$ cat config.mk
export PLATFORM = sky130hd
export DESIGN_NAME = mem_port_arbiter
export DESIGN_NICKNAME = d
export VERILOG_FILES = /design/src/rtl/mem_arb_pkg.sv /design/src/rtl/mem_port_arbiter_rr_arb2.sv /design/src/rtl/mem_port_arbiter.sv
export SDC_FILE = /design/constraint.sdc
export NUM_CORES = 1
export LEC_CHECK = 0
export CORE_AREA = 2 2 242 244
export DETAILED_ROUTE_END_ITERATION = 16
export DIE_AREA = 0 0 244 246
export PLACE_DENSITY = 0.5
export SLEW_MARGIN = 25
export SYNTH_ARGS = -nofsm -noshare
export SYNTH_HDL_FRONTEND = slang
export SYNTH_HIERARCHICAL = 1
export SYNTH_SLANG_ARGS = --single-unit
$ cat constraint.sdc
create_clock -name clk -period 4.3 [get_ports clk]
set_clock_uncertainty 0.05 [all_clocks]
set_input_delay 0.86 -clock clk [delete_from_list [all_inputs] [get_ports clk]]
set_output_delay 0.86 -clock clk [all_outputs]
set_load 0.005 [all_outputs]
$ cat src/rtl/mem_arb_pkg.sv
// Shared types for the memory port arbiter:
// FSM states, request owners and the RAM base.
package mem_arb_pkg;

   typedef enum logic [1:0] {
      IDLE,
      ISSUE,
      WAIT,
      RESP
   } state_t;

   typedef enum logic {
      OWN_IF,
      OWN_LS
   } owner_t;

   localparam logic [63:0] BASE_DEFAULT = 64'h0000_0000_8000_0000;

endpackage

$ cat src/rtl/mem_port_arbiter_rr_arb2.sv
// Two-way round-robin picker: combinational grant,
// pointer remembers the last requester actually served.
module rr_arb2
   import mem_arb_pkg::*;
(
   input  logic clk,
   input  logic rst_n,
   input  logic req_if,
   input  logic req_ls,
   input  logic take,
   output logic gnt_if,
   output logic gnt_ls
);

   owner_t last_q;

   always_comb begin
      gnt_if = 1'b0;
      gnt_ls = 1'b0;
      if (req_if && req_ls) begin
         if (last_q == OWN_IF) gnt_ls = 1'b1;
         else                  gnt_if = 1'b1;
      end else begin
         gnt_if = req_if;
         gnt_ls = req_ls;
      end
   end

   always_ff @(posedge clk or negedge rst_n) begin
      if (!rst_n) begin
         last_q <= OWN_IF;
      end else if (take) begin
         last_q <= gnt_ls ? OWN_LS : OWN_IF;
      end
   end

endmodule

$ cat src/rtl/mem_port_arbiter.sv
// Arbitrates fetch and load/store requests onto one
// shared RAM port with a fixed four-cycle transaction.
module mem_port_arbiter
   import mem_arb_pkg::*;
#(
   parameter int          WIDTH = 64,
   parameter logic [WIDTH-1:0] BASE = WIDTH'(BASE_DEFAULT)
) (
   input  logic             clk,
   input  logic             rst_n,
   input  logic             if_req_valid,
   output logic             if_req_ready,
   input  logic [WIDTH-1:0] if_req_addr,
   output logic             if_resp_valid,
   output logic [31:0]      if_resp_data,
   output logic             if_resp_err,
   input  logic             ls_req_valid,
   output logic             ls_req_ready,
   input  logic [WIDTH-1:0] ls_req_addr,
   input  logic             ls_req_wen,
   input  logic [WIDTH-1:0] ls_req_wdata,
   input  logic [WIDTH-1:0] ls_req_wmask,
   output logic             ls_resp_valid,
   output logic [WIDTH-1:0] ls_resp_rdata,
   output logic             ls_resp_err,
   output logic             mem_en,
   output logic [WIDTH-1:0] mem_idx,
   output logic             mem_wen,
   output logic [WIDTH-1:0] mem_wdata,
   output logic [WIDTH-1:0] mem_wmask,
   input  logic [WIDTH-1:0] mem_rdata
);

   state_t           state_q;
   state_t           state_d;
   owner_t           owner_q;
   logic [WIDTH-1:0] addr_q;
   logic [WIDTH-1:0] wdata_q;
   logic [WIDTH-1:0] wmask_q;
   logic [WIDTH-1:0] rdata_q;
   logic             wen_q;
   logic             err_q;

   logic             gnt_if;
   logic             gnt_ls;
   logic             take;
   logic             idle;
   logic             resp;
   logic [WIDTH-1:0] addr_sel;

   rr_arb2 u_rr (
      .clk    (clk),
      .rst_n  (rst_n),
      .req_if (if_req_valid),
      .req_ls (ls_req_valid),
      .take   (take),
      .gnt_if (gnt_if),
      .gnt_ls (gnt_ls)
   );

   // rst_n gating keeps ready low while reset is held
   assign idle         = (state_q == IDLE) & rst_n;
   assign if_req_ready = idle & gnt_if;
   assign ls_req_ready = idle & gnt_ls;
   assign take         = (if_req_valid & if_req_ready)
                       | (ls_req_valid & ls_req_ready);
   assign addr_sel     = gnt_ls ? ls_req_addr : if_req_addr;

   always_comb begin
      state_d = state_q;
      unique case (state_q)
         IDLE:    if (take) state_d = ISSUE;
         ISSUE:   state_d = WAIT;
         WAIT:    state_d = RESP;
         RESP:    state_d = IDLE;
         default: state_d = IDLE;
      endcase
   end

   always_ff @(posedge clk or negedge rst_n) begin
      if (!rst_n) begin
         state_q <= IDLE;
      end else begin
         state_q <= state_d;
      end
   end

   always_ff @(posedge clk or negedge rst_n) begin
      if (!rst_n) begin
         owner_q <= OWN_IF;
         addr_q  <= '0;
         wdata_q <= '0;
         wmask_q <= '0;
         wen_q   <= 1'b0;
         err_q   <= 1'b0;
         rdata_q <= '0;
      end else begin
         if (take) begin
            owner_q <= gnt_ls ? OWN_LS : OWN_IF;
            addr_q  <= addr_sel;
            wdata_q <= ls_req_wdata;
            wmask_q <= ls_req_wmask;
            wen_q   <= gnt_ls & ls_req_wen;
            err_q   <= addr_sel < BASE;
         end
         if (state_q == WAIT) rdata_q <= mem_rdata;
      end
   end

   assign mem_en    = (state_q == ISSUE) & ~err_q;
   assign mem_idx   = mem_en ? ((addr_q - BASE) >> 3) : '0;
   assign mem_wen   = mem_en & wen_q;
   assign mem_wdata = mem_wen ? wdata_q : '0;
   assign mem_wmask = mem_wen ? wmask_q : '0;

   // Response fields stay zero outside the single RESP cycle
   assign resp          = state_q == RESP;
   assign if_resp_valid = resp & (owner_q == OWN_IF);
   assign ls_resp_valid = resp & (owner_q == OWN_LS);
   assign if_resp_err   = if_resp_valid & err_q;
   assign ls_resp_err   = ls_resp_valid & err_q;

   assign if_resp_data  = (if_resp_valid & ~err_q)
                        ? (addr_q[2] ? rdata_q[63:32] : rdata_q[31:0])
                        : '0;
   assign ls_resp_rdata = (ls_resp_valid & ~err_q & ~wen_q)
                        ? rdata_q : '0;

endmodule

==> results.json, run 1 <==
{
  "drv_cap": 0,
  "hp-class": "primary input to asynchronous set/reset pin",
  "fin_tns_setup_ns": 0,
  "ys_seq_elements": 260,
  "synthTopCellsByArea": "dfrtp_1 (49%), nand2_1 (13%), mux2i_1 (7.5%)",
  "grtUsageTotal_pct": 17.33,
  "cp.required_ns": 3.39,
  "nets": 2388,
  "gr-total-overflow": 0,
  "whs_ns": 0.1097,
  "route.detailed.drc": 0,
  "cp_slowest_stage_delay_ns": 0.56,
  "num-fill-cells": 5846,
  "ctsHoldBuffers": 0,
  "regArea_mm2": 0.006509,
  "synth.most_common_cell": "nand2_1",
  "htree_levels": 2,
  "dp_hpwl_um": 38440,
  "status": "finished clean",
  "p_per_area_mw_per_mm2": 565.8,
  "multi_input_area_mm2": 0.006400,
  "vias": 12670,
  "stdcell_area_mm2": 0.02146,
  "syn-instance-count": 1495,
  "rows": 88,
  "rsz0062_at_grt": "false",
  "internal_power_mw": 7.822,
  "numPortBuffers": 613,
  "wl_um": 53480,
  "die_x_um": 244,
  "yosysSeqAreaShare_pct": 48.69,
  "viasPerCell": 4.445,
  "first_pass_iters": 5,
  "ant_nets": 0,
  "routedWlPerCell_um": 18.77,
  "synth_area_per_cell_um2": 8.938,
  "yosys_warnings": 6,
  "max_freq_mhz": 253.7,
  "clock_sinks": 260,
  "pin_count": 621,
  "fin_crit_sh_pct": 91.68,
  "worst_slack_ns": 0.3578,
  "slowest_stage": "clkdlybuf4s50_1",
  "stdcell_count": 2849,
  "period_minus_slack_ns": 3.942,
  "power_leakage_nw": 9.704,
  "switchingPower_mw": 4.322,
  "post_dp_cell_area_mm2": 0.02030,
  "synth_edf_count": 0,
  "async_flop_share_pct": 100.0,
  "drive_above_1_share_pct": 7.445,
  "die_y_um": 246,
  "path_cells": "inv_1 > ha_1 > nor2b_2 > nand4_1 > buf_4 > or4_1 > a21oi_1 > clkdlybuf4s50_1",
  "syn_to_final_growth_pct": 60.61,
  "combPwrFrac_pct": 39.1,
  "drt_iter0_drc": 661,
  "cp_max_fo": 9,
  "clockBufferDepth": 3,
  "total_power_mw": 12.14,
  "slew_violations": 0,
  "ys_types": 47,
  "antenna_found_initial": 5,
  "core_mm2": 0.05737,
  "clkPwrFrac_pct": 23.7,
  "grt_pass1_wl_um": 80440,
  "arrival_ns": 3.03,
  "cts_buffers": 35,
  "insertion_delay_ns": 0.53,
  "start_util_pct": 23.29,
  "crit_path_end_kind": "output pin",
  "setup_viol": 0,
  "synth_top_cell_by_area": "dfrtp_1",
  "cts_root_buf": "clkbuf_16",
  "seqPwrFrac_pct": 37.2,
  "die_area_mm2": 0.06002,
  "dp.cells": 2783,
  "place_ws_ns": 0.6052,
  "gp_congestion": 0.8507,
  "clk_pin_slew_worst_paths_ns": 0.06,
  "synthesis.area_mm2": 0.01336,
  "worst-setup-path-type": "flip-flop to output pin",
  "worstMarginPinSlew_ns": 0.9010,
  "tritoncts": "done",
  "synth_top_cell_area_share_pct": 48.69,
  "grt_max_degree": 162,
  "peakVddDrop_mv": 0.2690,
  "synth_common_cells": "nand2_1 (464), dfrtp_1 (260), and3_1 (131), mux2i_1 (100), and2_1 (97)",
  "synth_ff_type": "dfrtp_1",
  "grt_pass1_vias": 13200,
  "post-route-util_pct": 37.41,
  "startpoint_type": "flip-flop",
  "slew_headroom_pct": 39.93,
  "finalHoldViolations": 0,
  "switching_share_pct": 35.59
}
area by class of cell:
| class | instances | area share (%) |
|---|---|---|
| clock inverter | 6 | 0.1574 |
| clock buffer | 56 | 5.066 |
| multi-input combinational | 1110 | 29.82 |
| inverter | 13 | 0.2507 |
| tap | 765 | 4.460 |
| antenna | 2 | 0.02332 |
| sequential | 260 | 30.33 |
| timing repair buffer | 637 | 29.90 |
cells in the final DEF (no fill, tap or decap), types with 11 or more instances in the layout:
master and instances:
o31ai_1 11, mux2i_1 100, nor4_1 18, or4_1 11, clkdlybuf4s50_1 612, buf_4 17, nor2_1 57, dfrtp_1 258
and3_1 131, nand2_1 464, a21oi_1 12, o21ai_0 65, clkbuf_16 37, mux2_2 64, inv_1 11, and2_1 97
sequential cells by signal, summed over array words and instances, names as in the netlist:
name         count
err_q            1
u_rr/last_q      1
state_q          2
rdata_q         64
wdata_q         64
owner_q          1
wen_q            1
addr_q          62
wmask_q         64
power groups by stage:
| stage | sequential (mW) | clock, mW | combinational (mW) |
|---|---|---|---|
| floorplan | 4.23 | 0 | 2.75 |
| global route | 4.69 | 3.11 | 5.30 |
| finish | 4.52 | 2.88 | 4.75 |
| detailed placement | 4.54 | 0 | 4.83 |
| global placement | 4.48 | 0 | 4.76 |
| CTS | 4.51 | 3.01 | 4.85 |
metal layers:
metal | GRT usage, % | vias up | wire, um
met5 | 0 | - | 11
met4 | 6.313 | 2 | 1618
met3 | 6.111 | 85 | 4731
met2 | 29.40 | 450 | 26020
met1 | 20.15 | 6048 | 21090
li1 | - | 6080 | -
kinds of logic (layout without fill, tap and decap cells):
logic type	after synthesis	count (layout)	share of synthesized area [%]
AOI/OAI and AO/OA	102	102	4.401
xor gates and xnor gates	11	11	0.7210
adders and majority gates	6	6	0.5618
buffers and inverters	127	712	3.698
DFF	260	260	48.69
muxes	165	165	13.00
other	1	5	0.02806
and+or+nand+nor	823	823	28.90
worst max-delay path: cells and delay by family, from the launching register on:
family                   cells  cell delay, ns
adder cells (fa/ha/maj)      1            0.20
AO/OA/AOI/OAI                1            0.22
buffers and inverters        3            0.84
flip-flops                   1            0.41
AND/OR/NAND/NOR              3            0.83
what timing repair did:
action,4_1_cts,5_1_grt
setup endpoints to repair,0,3
resized for setup,0,1
buffers inserted,0,1
path summary, 6_finish.rpt:
kind	start	endpoint	slack [ns]	cells past startpoint
worst max-delay path	addr_q[31]	mem_idx[56]	0.36	8
worst min-delay path	rst_n	wdata_q[51]	0.11	1
worst max register to register	state_q[0]	rdata_q[19]	2.07	4
worst min register to register	wmask_q[47]	wmask_q[47]	0.41	2
max in group asynchronous	rst_n	wmask_q[27]	2.39	3
min in group clk	wmask_q[47]	wmask_q[47]	0.41	2
(Power assumes the default switching activity.)
==> run 2: changes to the inputs <==
clock period = 4.9 ns   (was 4.3 ns; I/O delays follow)
==> run 2 against run 1 <==
Against the previous run: cell area up 0.20%; critical path depth down 1; utilization up 0.074 points; via count down 0.27%; count of clock-buffer cells in the layout down 3; die area unchanged; combinational power down 12%; hold slack better by 0.22 ns; wire length up 1.1%; worst setup slack better by 0.19 ns; final cell count about the same; critical path type unchanged; largest power group unchanged.
==> results.json, run 2 (synthesis gave the netlist of run 1 again) <==
{
  "drive_above_1_share_pct": 7.630,
  "reg_top3": "rdata_q x64, wdata_q x64, wmask_q x64",
  "die_x_um": 244,
  "start_util_pct": 23.29,
  "insertion_delay_ns": 0.53,
  "cts_buffers": 36,
  "grt_pass1_vias": 12890,
  "r2r_slack_ns": 2.44,
  "cp_slowest_stage_delay_ns": 0.57,
  "wl_um": 54090,
  "r2r-end": "addr_q[56]",
  "crit_path_end_kind": "output pin",
  "ant_nets": 0,
  "fin_crit_sh_pct": 88.85,
  "numPortBuffers": 613,
  "grt_pass1_wl_um": 80460,
  "max_freq_mhz": 229.7,
  "tritoncts": "done",
  "slew_violations": 0,
  "cts_setup_buffers": 0,
  "rows": 88,
  "syn_to_final_growth_pct": 60.93,
  "mostFrequentLayoutCells": "clkdlybuf4s50_1 (612), nand2_1 (464), dfrtp_1 (258)",
  "htree_levels": 2,
  "gp_congestion": 0.8353,
  "status": "finished clean",
  "period_minus_slack_ns": 4.354,
  "antenna_found_initial": 4,
  "worst-setup-path-type": "flip-flop to output pin",
  "cp_max_fo": 9,
  "routedWlPerCell_um": 18.97,
  "finalHoldViolations": 0,
  "reg2reg_from": "u_rr/last_q",
  "path_cells": "inv_1 > ha_1 > nor2b_1 > nand4_1 > or4_1 > a21oi_1 > clkdlybuf4s50_1",
  "peakVddDrop_mv": 0.2323,
  "ctsHoldBuffers": 0,
  "cts_root_buf": "clkbuf_16",
  "arrival_ns": 3.32,
  "slew_headroom_pct": 42.53,
  "whs_ns": 0.3312,
  "viasPerCell": 4.430,
  "mostFrequentLayoutCell": "clkdlybuf4s50_1",
  "core_mm2": 0.05737,
  "first_pass_iters": 5,
  "grt_max_degree": 258,
  "p_per_area_mw_per_mm2": 501.6,
  "rsz0062_at_grt": "false",
  "num-fill-cells": 5842,
  "multi_input_area_mm2": 0.006397,
  "die_y_um": 246,
  "drt_iter0_drc": 722,
  "grtUsageTotal_pct": 17.35,
  "route.detailed.drc": 0,
  "gr-total-overflow": 0,
  "drv_cap": 0,
  "power_leakage_nw": 9.734,
  "clockBufferDepth": 3,
  "nets": 2389,
  "dp_hpwl_um": 38690,
  "hp-class": "primary input to asynchronous set/reset pin",
  "ctsResizeCount": 0,
  "fin_tns_setup_ns": 0,
  "cp.required_ns": 3.87,
  "clock_sinks": 260,
  "vias": 12630,
  "clk_pin_slew_worst_paths_ns": 0.06,
  "slowest_stage": "clkdlybuf4s50_1",
  "worstMarginPinSlew_ns": 0.8620,
  "setup_viol": 0,
  "startpoint_type": "flip-flop",
  "pin_count": 621,
  "regArea_mm2": 0.006509,
  "die_area_mm2": 0.06002,
  "rr_worst_depth": 5,
  "post-route-util_pct": 37.49
}
-- run 2: changes by cell type in the layout (fill, tap and decap cells not counted), sizes merged --
cell	before	now
bufinv	0	2
clkbuf	56	53
inv	13	15
clkinv	6	7
-- run 2: worst max path at each step --
| stage | cells after the start | startpoint | end |
|---|---|---|---|
| after CTS | 7 | addr_q[31] | mem_idx[56] |
| after floorplan | 5 | ls_req_valid | ls_req_ready |
| final | 7 | addr_q[32] | mem_idx[56] |
| after global placement | 7 | addr_q[31] | mem_idx[56] |
| after global routing | 7 | addr_q[32] | mem_idx[56] |
| after detailed placement | 7 | addr_q[31] | mem_idx[56] |
-- run 2: worst max-delay path: cells and delay by family, from the launching register on --
| kind | cells | cell delay (ns) |
|---|---|---|
| and+or+nand+nor | 3 | 1.29 |
| buffers and inverters | 2 | 0.67 |
| DFF | 1 | 0.42 |
| AOI/OAI and AO/OA | 1 | 0.21 |
| adders and majority gates | 1 | 0.20 |
-- run 2: per-layer routing --
metal	vias to the layer above	track usage, %	wire [um]	share of wire, %
li1	6099	-	-	-
met1	6024	20.12	21780	40
met2	439	29.65	26200	48
met3	67	6.427	4706	8.7
met4	2	5.434	1384	2.6
met5	-	0	13	0.024
-- run 2: per-stage QoR --
step	instances	power [mW]	setup WS (ns)	area, um^2
2_1_floorplan	1497	6.127	1.640	13370
3_3_place_gp	2784	8.108	1.090	20270
3_5_place_dp	2784	8.206	1.049	20270
4_1_cts	2848	10.97	0.4564	21460
5_1_grt	2850	11.60	0.3431	21500
6_report	2851	10.79	0.5462	21500
-- run 2: layout make-up --
cell class	count	area share, %
timing repair buffer	637	29.70
clock inverter	11	0.5586
sequential	260	30.27
inverter	13	0.2502
antenna	2	0.02327
clock buffer	53	5.004
multi-input combinational	1110	29.75
tap	765	4.451
-- run 2: power breakdown --
group | leakage [nW] | internal [mW] | switching (mW) | total, mW
combinational | 5.94 | 2.10 | 2.06 | 4.16
sequential | 3.20 | 3.23 | 0.729 | 3.96
clock | 0.594 | 1.63 | 1.03 | 2.66
total | 9.73 | 6.96 | 3.82 | 10.8
==> run 3: changes to the inputs <==
REMOVE_ABC_BUFFERS = 1   (was default)
SLEW_MARGIN = default   (was 25)
==> run 3 against run 2 <==
Against the previous run: largest cell class unchanged; non-clock buffer count is 4 lower; critical path type unchanged; sequential power is 2% higher; cell area is 0.24% lower; utilization is 0.092 points lower.
==> results.json, run 3 (synthesis gave the netlist of run 1 again) <==
{
  "status": "finished clean",
  "stdcell_area_mm2": 0.02145,
  "r2r-end": "rdata_q[40]",
  "drt_iter0_drc": 449,
  "mostFrequentLayoutCell": "clkdlybuf4s50_1",
  "dp_hpwl_um": 38150,
  "drv_cap": 0,
  "arrival_ns": 3.28,
  "worst-setup-path-type": "flip-flop to output pin",
  "fin_crit_sh_pct": 87.98,
  "insertion_delay_ns": 0.52,
  "worst_slack_ns": 0.5892,
  "worstMarginPinSlew_ns": 1.023,
  "fin_tns_setup_ns": 0,
  "stdcell_count": 2846,
  "r2r_slack_ns": 2.38,
  "wl_um": 53070,
  "grt_max_degree": 174,
  "viasPerCell": 4.436,
  "pin_count": 621,
  "reg_top3": "rdata_q x64, wdata_q x64, wmask_q x64",
  "post_dp_cell_area_mm2": 0.02026,
  "startpoint_type": "flip-flop",
  "vias": 12630,
  "max_freq_mhz": 232.0,
  "crit_path_end_kind": "output pin",
  "nets": 2385,
  "tritoncts": "done",
  "cp.required_ns": 3.87,
  "finalHoldViolations": 0,
  "place_ws_ns": 1.112,
  "slowest_stage": "clkdlybuf4s50_1",
  "clk_pin_slew_worst_paths_ns": 0.05,
  "ant_nets": 0,
  "antenna_found_initial": 5,
  "post-route-util_pct": 37.40,
  "first_pass_iters": 5,
  "drive_above_1_share_pct": 7.407,
  "peakVddDrop_mv": 0.2414,
  "routedWlPerCell_um": 18.65,
  "clock_sinks": 260,
  "start_util_pct": 23.29,
  "die_y_um": 246,
  "path_cells": "inv_1 > ha_1 > nor2b_1 > nand4_1 > or4_1 > a21oi_1 > clkdlybuf4s50_1",
  "grt_pass1_wl_um": 80550,
  "die_area_mm2": 0.06002,
  "hp-class": "primary input to asynchronous set/reset pin",
  "grt_pass1_vias": 13120,
  "num-fill-cells": 5853,
  "cp.depth": 7,
  "syn_to_final_growth_pct": 60.53,
  "path_buf_inv": 2,
  "cp_slowest_stage_delay_ns": 0.56,
  "p_per_area_mw_per_mm2": 500.9,
  "numPortBuffers": 613,
  "cts_buffers": 36,
  "setup_viol": 0,
  "htree_levels": 2,
  "core_mm2": 0.05737,
  "mostFrequentLayoutCells": "clkdlybuf4s50_1 (612), nand2_1 (464), dfrtp_1 (258)",
  "route.detailed.drc": 0,
  "reg2reg_from": "state_q[0]",
  "slew_violations": 0,
  "rsz0062_at_grt": "false",
  "ctsHoldBuffers": 0,
  "cpLargestDelayFamily": "simple AND/OR/NAND/NOR gates",
  "die_x_um": 244,
  "rr_worst_depth": 4,
  "rows": 88,
  "slew_headroom_pct": 31.82,
  "crit_path_end": "mem_idx[58]",
  "dp.cells": 2781,
  "grtUsageTotal_pct": 17.21,
  "crit_start": "addr_q[31]",
  "power_leakage_nw": 9.701,
  "cts_root_buf": "clkbuf_16",
  "gr-total-overflow": 0,
  "gp_congestion": 0.8645,
  "period_minus_slack_ns": 4.311,
  "ctsResizeCount": 0,
  "cts_setup_buffers": 0,
  "cp_max_fo": 9,
  "clockBufferDepth": 3
}
run 3: worst min-delay path by stage:
stage                 from          end  slack (ns)
2_1_floorplan   wdata_q[0]   wdata_q[0]        0.39
3_3_place_gp   wmask_q[39]  wmask_q[39]        0.40
3_5_place_dp   wmask_q[46]  wmask_q[46]        0.40
4_1_cts        wmask_q[46]  wmask_q[46]        0.42
5_1_grt        wmask_q[15]  wmask_q[15]        0.43
6_report             rst_n  rdata_q[43]        0.41
run 3: area by class of cell:
class,instances,area [um^2],share of cell area (%)
Clock buffer,53,1076,5.016
Inverter,13,53.80,0.2508
Multi-Input combinational cell,1110,6397,29.82
Antenna cell,2,5.005,0.02333
Clock inverter,10,110.1,0.5133
Tap cell,765,957.2,4.462
Sequential cell,260,6511,30.35
Timing Repair Buffer,633,6341,29.56
run 3: power breakdown:
part           total [mW]  internal, mW  leakage [nW]  switching (mW)
clock                2.65          1.63         0.591            1.02
combinational        4.05          2.09          5.91            1.97
sequential           4.04          3.23          3.20           0.812
run 3: routing by layer:
layer	routed length (um)	track usage [%]	vias up	share of wire, %
li1	-	-	6073	-
met1	21840	20.61	6055	41
met5	38	0	-	0.072
met2	25800	29.62	422	49
met4	1157	4.699	6	2.2
met3	4233	5.501	69	8.0
run 3: per-stage QoR:
step / power, mW / hold slack, ns
finish: 10.74 / 0.4125
global route: 11.56 / 0.4307
CTS: 10.94 / 0.4188
detailed placement: 8.196 / 0.4047
global placement: 8.091 / 0.4005
floorplan: 6.090 / 0.3879
